### src/rtl/pla_sop_eval_if.sv
// ---------------------------------------------------------------------------
// pla_sop_eval_if
//   Bundles the cube-table configuration port, the input vector handshake and
//   the result handshake of pla_sop_eval.
//
//   Optional macro RESTRICT_EN adds rs_mask/rs_val (restriction subspace).
//
//   Signals (direction seen from the slave = evaluator):
//     cfg_we, cfg_addr, cfg_care, cfg_val, cfg_omask   in   table write
//     cfg_ready                                        out  write accepted
//     in_valid, in_x                                   in   input vector
//     in_ready                                         out  vector accepted
//     out_valid, out_y                                 out  result
//     out_ready                                        in   consumer ready
//     eval_cnt                                         out  completed results
//     rs_mask, rs_val (RESTRICT_EN only)               in   restriction
// ---------------------------------------------------------------------------
interface pla_sop_eval_if #(
    parameter int N_IN   = 8,
    parameter int N_CUBE = 16,
    parameter int N_OUT  = 1
);
    localparam int CAW = $clog2(N_CUBE);

    logic              cfg_we;
    logic [CAW-1:0]    cfg_addr;
    logic [N_IN-1:0]   cfg_care;
    logic [N_IN-1:0]   cfg_val;
    logic [N_OUT-1:0]  cfg_omask;
    logic              cfg_ready;
    logic              in_valid;
    logic              in_ready;
    logic [N_IN-1:0]   in_x;
    logic              out_valid;
    logic              out_ready;
    logic [N_OUT-1:0]  out_y;
    logic [15:0]       eval_cnt;
`ifdef RESTRICT_EN
    logic [N_IN-1:0]   rs_mask;
    logic [N_IN-1:0]   rs_val;

    modport master (
        output cfg_we, cfg_addr, cfg_care, cfg_val, cfg_omask,
        output in_valid, in_x, out_ready, rs_mask, rs_val,
        input  cfg_ready, in_ready, out_valid, out_y, eval_cnt
    );
    modport slave (
        input  cfg_we, cfg_addr, cfg_care, cfg_val, cfg_omask,
        input  in_valid, in_x, out_ready, rs_mask, rs_val,
        output cfg_ready, in_ready, out_valid, out_y, eval_cnt
    );
`else
    modport master (
        output cfg_we, cfg_addr, cfg_care, cfg_val, cfg_omask,
        output in_valid, in_x, out_ready,
        input  cfg_ready, in_ready, out_valid, out_y, eval_cnt
    );
    modport slave (
        input  cfg_we, cfg_addr, cfg_care, cfg_val, cfg_omask,
        input  in_valid, in_x, out_ready,
        output cfg_ready, in_ready, out_valid, out_y, eval_cnt
    );
`endif
endinterface

### src/rtl/pla_sop_eval.sv
// ---------------------------------------------------------------------------
// pla_sop_eval
//   Programmable sum-of-products evaluator. A runtime-loadable table of
//   N_CUBE cubes over N_IN inputs drives N_OUT outputs. One vector per cycle
//   flows through a 2-stage elastic valid/ready pipeline:
//     stage 1 : cube hit vector + snapshot of every cube's output mask
//     stage 2 : OR-plane result out_y
//
//   Optional macro RESTRICT_EN: adds rs_mask/rs_val; masked input variables
//   are forced to rs_val before matching (restriction of f to a subspace).
//
//   Ports:
//     clk    in  rising-edge clock
//     rst_n  in  asynchronous active-low reset (clears table and pipeline)
//     bus    pla_sop_eval_if.slave (config, input and output handshakes)
// ---------------------------------------------------------------------------
module pla_sop_eval #(
    parameter int N_IN   = 8,
    parameter int N_CUBE = 16,
    parameter int N_OUT  = 1
) (
    input  logic           clk,
    input  logic           rst_n,
    pla_sop_eval_if.slave  bus
);

    logic [N_IN-1:0]  tbl_care  [N_CUBE];
    logic [N_IN-1:0]  tbl_val   [N_CUBE];
    logic [N_OUT-1:0] tbl_omask [N_CUBE];

    logic              s1_valid;
    logic [N_CUBE-1:0] s1_hit;
    logic [N_OUT-1:0]  s1_omask [N_CUBE];

    logic              out_valid_q;
    logic [N_OUT-1:0]  out_y_q;
    logic [15:0]       eval_cnt_q;

    logic              s2_ready;
    logic              s1_advance;
    logic              in_ready_w;
    logic              in_fire;
    logic              cfg_ready_w;
    logic              addr_ok;
    logic              cfg_fire;
    logic              out_fire;
    logic [N_IN-1:0]   x_eff;
    logic [N_CUBE-1:0] hit_next;
    logic [N_OUT-1:0]  y_next;

    // Elastic handshake: a stage loads when empty or when its successor
    // drains it. Input transfers take priority over table writes, so a
    // write is only accepted in cycles where no vector is transferred.
    assign s2_ready    = ~out_valid_q | bus.out_ready;
    assign s1_advance  = s1_valid & s2_ready;
    assign in_ready_w  = ~s1_valid | s1_advance;
    assign in_fire     = bus.in_valid & in_ready_w;
    assign cfg_ready_w = ~bus.in_valid | ~in_ready_w;
    assign addr_ok     = int'(bus.cfg_addr) < N_CUBE;
    assign cfg_fire    = bus.cfg_we & cfg_ready_w & addr_ok;
    assign out_fire    = out_valid_q & bus.out_ready;

    assign bus.in_ready  = in_ready_w;
    assign bus.cfg_ready = cfg_ready_w;
    assign bus.out_valid = out_valid_q;
    assign bus.out_y     = out_y_q;
    assign bus.eval_cnt  = eval_cnt_q;

`ifdef RESTRICT_EN
    assign x_eff = (bus.in_x & ~bus.rs_mask) | (bus.rs_val & bus.rs_mask);
`else
    assign x_eff = bus.in_x;
`endif

    // AND plane: a cube hits when every cared-for literal matches.
    always_comb begin
        hit_next = '0;
        for (int i = 0; i < N_CUBE; i++) begin
            hit_next[i] = ((x_eff ^ tbl_val[i]) & tbl_care[i]) == '0;
        end
    end

    // OR plane on the stage-1 snapshot, so later table writes cannot leak
    // into a vector that is already in flight.
    always_comb begin
        y_next = '0;
        for (int k = 0; k < N_OUT; k++) begin
            for (int i = 0; i < N_CUBE; i++) begin
                y_next[k] = y_next[k] | (s1_hit[i] & s1_omask[i][k]);
            end
        end
    end

    // Cube table; out-of-range addresses are silently dropped.
    always_ff @(posedge clk or negedge rst_n) begin
        if (!rst_n) begin
            for (int i = 0; i < N_CUBE; i++) begin
                tbl_care[i]  <= '0;
                tbl_val[i]   <= '0;
                tbl_omask[i] <= '0;
            end
        end else if (cfg_fire) begin
            tbl_care[bus.cfg_addr]  <= bus.cfg_care;
            tbl_val[bus.cfg_addr]   <= bus.cfg_val;
            tbl_omask[bus.cfg_addr] <= bus.cfg_omask;
        end
    end

    always_ff @(posedge clk or negedge rst_n) begin
        if (!rst_n) begin
            s1_valid <= 1'b0;
            s1_hit   <= '0;
            for (int i = 0; i < N_CUBE; i++) begin
                s1_omask[i] <= '0;
            end
        end else if (in_fire) begin
            s1_valid <= 1'b1;
            s1_hit   <= hit_next;
            s1_omask <= tbl_omask;
        end else if (s1_advance) begin
            s1_valid <= 1'b0;
        end
    end

    // Stage 2 only moves when the consumer is ready or the slot is empty,
    // which keeps out_y stable during a stall.
    always_ff @(posedge clk or negedge rst_n) begin
        if (!rst_n) begin
            out_valid_q <= 1'b0;
            out_y_q     <= '0;
        end else if (s2_ready) begin
            out_valid_q <= s1_valid;
            if (s1_valid) begin
                out_y_q <= y_next;
            end
        end
    end

    always_ff @(posedge clk or negedge rst_n) begin
        if (!rst_n) begin
            eval_cnt_q <= '0;
        end else if (out_fire) begin
            eval_cnt_q <= eval_cnt_q + 16'd1;
        end
    end

endmodule
### src/flat_wrapper.sv
// flat-port wrapper written by rule: the top's interface ports become plain ports
module pla_sop_eval_flat 
#(
    parameter int N_IN   = 8,
    parameter int N_CUBE = 16,
    parameter int N_OUT  = 1
)
  (clk, rst_n, bus_cfg_we, bus_cfg_addr, bus_cfg_care, bus_cfg_val, bus_cfg_omask, bus_in_valid, bus_in_x, bus_out_ready, bus_cfg_ready, bus_in_ready, bus_out_valid, bus_out_y, bus_eval_cnt);
  pla_sop_eval_if #(.N_IN(N_IN), .N_CUBE(N_CUBE), .N_OUT(N_OUT)) bus_i ();
  input  logic clk;
  input  logic rst_n;
  input wire logic [$bits(bus_i.cfg_we)-1:0] bus_cfg_we;
  input wire logic [$bits(bus_i.cfg_addr)-1:0] bus_cfg_addr;
  input wire logic [$bits(bus_i.cfg_care)-1:0] bus_cfg_care;
  input wire logic [$bits(bus_i.cfg_val)-1:0] bus_cfg_val;
  input wire logic [$bits(bus_i.cfg_omask)-1:0] bus_cfg_omask;
  input wire logic [$bits(bus_i.in_valid)-1:0] bus_in_valid;
  input wire logic [$bits(bus_i.in_x)-1:0] bus_in_x;
  input wire logic [$bits(bus_i.out_ready)-1:0] bus_out_ready;
  output wire logic [$bits(bus_i.cfg_ready)-1:0] bus_cfg_ready;
  output wire logic [$bits(bus_i.in_ready)-1:0] bus_in_ready;
  output wire logic [$bits(bus_i.out_valid)-1:0] bus_out_valid;
  output wire logic [$bits(bus_i.out_y)-1:0] bus_out_y;
  output wire logic [$bits(bus_i.eval_cnt)-1:0] bus_eval_cnt;
  assign bus_i.cfg_we = bus_cfg_we;
  assign bus_i.cfg_addr = bus_cfg_addr;
  assign bus_i.cfg_care = bus_cfg_care;
  assign bus_i.cfg_val = bus_cfg_val;
  assign bus_i.cfg_omask = bus_cfg_omask;
  assign bus_i.in_valid = bus_in_valid;
  assign bus_i.in_x = bus_in_x;
  assign bus_i.out_ready = bus_out_ready;
  assign bus_cfg_ready = bus_i.cfg_ready;
  assign bus_in_ready = bus_i.in_ready;
  assign bus_out_valid = bus_i.out_valid;
  assign bus_out_y = bus_i.out_y;
  assign bus_eval_cnt = bus_i.eval_cnt;
  pla_sop_eval #(.N_IN(N_IN), .N_CUBE(N_CUBE), .N_OUT(N_OUT)) u_core (.clk(clk), .rst_n(rst_n), .bus(bus_i));
endmodule
### config.mk
export PLATFORM = sky130hd
export DESIGN_NAME = pla_sop_eval_flat
export DESIGN_NICKNAME = d
export VERILOG_FILES = /design/src/rtl/pla_sop_eval_if.sv /design/src/rtl/pla_sop_eval.sv /design/src/flat_wrapper.sv
export SDC_FILE = /design/constraint.sdc
export NUM_CORES = 1
export LEC_CHECK = 0
export ABC_AREA = 1
export BUFFER_PORTS_ARGS = -buffer_cell sky130_fd_sc_hd__buf_2
export CAP_MARGIN = 10
export CORE_UTILIZATION = 30
export DETAILED_ROUTE_END_ITERATION = 7
export MAX_ROUTING_LAYER = met4
export SLEW_MARGIN = 40
export SYNTH_ARGS = -nofsm -noshare
export SYNTH_HDL_FRONTEND = slang
export SYNTH_SLANG_ARGS = --single-unit
### constraint.sdc
create_clock -name clk -period 2.4 [get_ports clk]
set_clock_uncertainty 0.2 [all_clocks]
set_input_delay 0.48 -clock clk [delete_from_list [all_inputs] [get_ports clk]]
set_output_delay 0.48 -clock clk [all_outputs]
set_load 0.02 [all_outputs]
==> run_results.csv <==
group,metric,value,unit
setup_path,timing.critical_path.arrival,1580,ps
finish,ff_latch_area,8080,um2
run_status,run_status,"completed",
timing,max_clock_freq,0.442,GHz
clock_network,root_driver,"clkbuf_16",
floorplan,start_util,0.305,
power_and_ir_drop,power.ir.vdd_worst,0.000351,V
timing,timing.final.setup_violations,0,
power_and_ir_drop,leakagePower,8.29,nW
place,placement.io_buffers,53,
timing,final_hold_vios,0,
synth,synth_area_per_cell,8.27,um2
detailed_routing,first_iter_violations,1063,
detailed_routing,drc_errors,0,
grt,grt_first_pass_wirelength,62.2,mm
clock_network,cts_max_path_buffers,3,
grt,pin_count_of_the_biggest_net_entering_global_routing,63,
place,numPlacedInstances,2379,
min_path,hold_path_class,"input pin to flop",
timing,max-slew-margin-rel,0.446,
finish,multiInputGateArea,5560,um2
synth,syn-cell-area,14500,um2
floorplan,x_dimension_of_the_die,222,um
run,maxCapViolations,0,
grt,first_global_vias,10900,
floorplan,dieArea,49300,um2
setup_path,critPathRequiredTime,1720,ps
finish,area_delta_synth_final,14.2,%
timing,layout_worst_path_cycle_share,0.942,
timing,grt_setup_unrepaired,"no",
timing,finalMaxSlewViolations,0,
clock_network,cts-htree-levels,2,
synth,seq_area_frac_synth,0.556,
detailed_routing,route.vias.total,11600,
clock_network,cts_tree,"yes",
synth,synth_top_area_frac,0.556,
setup_path,critical_path_startpoint_category,"flop",
place,dpl.hpwl,25.2,mm
place,routabilityCongestion,0.823,
finish,layout.filler_cells,4902,
power_and_ir_drop,power.density,926,nW/um2
setup_path,timing.critical_path.to_type,"output port",
detailed_routing,detail_route.wl_per_cell,16.2,um
clock_network,clkTransAtPathRegs,60,ps
detailed_routing,routed_via_density,4.75,
finish,fin_nets,1838,
floorplan,coreArea,47700,um2
setup_path,crit_path_max_fanout,27,
floorplan,pin_count,54,
timing,timing.setup.tns,0,ps
detailed_routing,detail-route-antenna-nets,0,
timing,layout_min_cycle_time,2260,ps
floorplan,dieHeight,222,um
setup_path,setup.worst_path.class,"flop to output port",
synth,synth.net_count,1792,
synth,postSynthCellCount,1757,
clock_network,cts.sinks,323,
synth,synth_top_cell_by_area,"dfrtp_1",
grt,grtUsageTotal,0.166,
synth,synthDistinctLibCells,26,
clock_network,cts_made_buffers,36,
detailed_routing,dr.pass1.iters,6,
floorplan,core.rowCount,80,
synth,synth.area.top_cells,"dfrtp_1 56%, nand2_1 17%, o21ai_0 9.1%",
clock_network,worst_skew_pair.late_latency,540,ps
detailed_routing,wl,39.4,mm
synth,yosys_reg_bits,323,
finish,final_layout_size_suffix_gt1_frac,0.116,
timing,worst-slew-pin-transition,831,ps
synth,yosys_warn_count,0,
grt,initial_antenna_violation_count,2,
grt,grt_overflow,0,
finish,post_layout_nonfiller_instances,2438,
-- area by class of cell --
type                    instances  area share
multi-input cells            1242       0.335
clock buffers                  52      0.0634
well taps                     615      0.0463
flip-flops and latches        323       0.487
clock inverters                 5     0.00392
diodes                          1    0.000151
repair buffers                101      0.0426
inverters                      99      0.0224
-- critical path, cell delays in order, from the launching register on --
cell	delay (ps)
dfrtp_2	400
nand3_2	130
nand2_4	100
buf_8	220
buf_2	210
-- logic make-up after synthesis --
logic type               after synthesis  synth area share
adder cells (fa/ha/maj)                1          0.000860
AND/OR/NAND/NOR                      920             0.264
flip-flops                           323             0.556
XOR/XNOR                              24            0.0145
AO/OA/AOI/OAI                        297             0.102
buffers and inverters                192            0.0619
-- path summary, 6_finish.rpt --
check / start / to / slack, ps / depth (start not counted)
min reg2reg: u_core.tbl_omask[9] / u_core.s1_omask[9] / 260 / 2
max reg2reg: u_core.bus.out_valid / u_core.tbl_val[91] / 390 / 8
max: u_core.bus.out_valid / bus_cfg_ready / 140 / 4
min in group asynchronous: rst_n / u_core.tbl_care[123] / 280 / 2
max in group asynchronous: rst_n / u_core.tbl_val[51] / 1030 / 3
min: bus_out_ready / u_core.bus.out_valid / 50 / 4
-- per-stage QoR --
step                cell area (um2)  worst slack [ps]   util  power, mW  hold WS (ps)
finish                        16600               139  0.348       15.4          51.5
global route                  16600              47.8  0.348       16.3          59.4
CTS                           16600              19.2  0.348       15.5          26.1
detailed placement            15500               123  0.324       10.2           254
global placement              15500               191  0.324       10.1           243
floorplan                     14500               432      -       9.19         -15.6
-- report_power, final --
group / switching, mW / total [mW] / internal, mW
registers: 0.753 / 7.39 / 6.63
clock network: 2.23 / 5.28 / 3.05
logic: 1.63 / 2.71 / 1.09
-- sequential cells by signal, summed over array words and instances, names as in the netlist --
| register | count |
|---|---|
| u_core.tbl_val | 128 |
| u_core.s1_valid | 1 |
| u_core.tbl_care | 128 |
| u_core.tbl_omask | 16 |
| u_core.bus.out_valid | 1 |
| u_core.bus.out_y | 1 |
| u_core.s1_omask | 16 |
| u_core.bus.eval_cnt | 16 |
| u_core.s1_hit | 16 |
-- repair_timing --
action | 4_1_cts | 5_1_grt
resized for setup | 1 | 2
buffers inserted | 0 | 0
setup endpoints to repair | 1 | 1
hold buffers | 1 | 0
hold endpoints to repair | 42 | 0
-- layer usage --
metal  global-route usage  vias to the layer above  routed length [um]
met5                    -                        -                   0
met4               0.0567                        0                1120
met3               0.0217                       60                2050
met2                0.255                      258               17800
met1                0.226                     5605               18400
li1                     -                     5661                   -
-- synth_stat cells, drive strengths merged --
cell type,count
a21oi,10
buf,33
clkbuf,60
dfrtp,323
ha,1
inv,99
nand2,657
nand3,122
nand3b,1
nand4,2
nor2,87
nor3,2
nor3b,1
o21ai,286
o21bai,1
or2,48
xnor2,4
xor2,20
-- cell usage in the layout, fill, tap and decap left out, types with 4 or more instances in the layout --
cell type / count
buf_2: 52
inv_1: 98
nor2_1: 86
a21oi_1: 10
nand2_4: 11
buf_4: 41
o21ai_1: 22
clkbuf_16: 37
dfrtp_1: 322
clkbuf_1: 8
xor2_1: 20
o21ai_0: 264
nand3_1: 121
clkbuf_8: 7
buf_12: 5
xnor2_1: 4
nand2_1: 646
or2_2: 48
No activity file was read; power rests on OpenSTA's default activity.
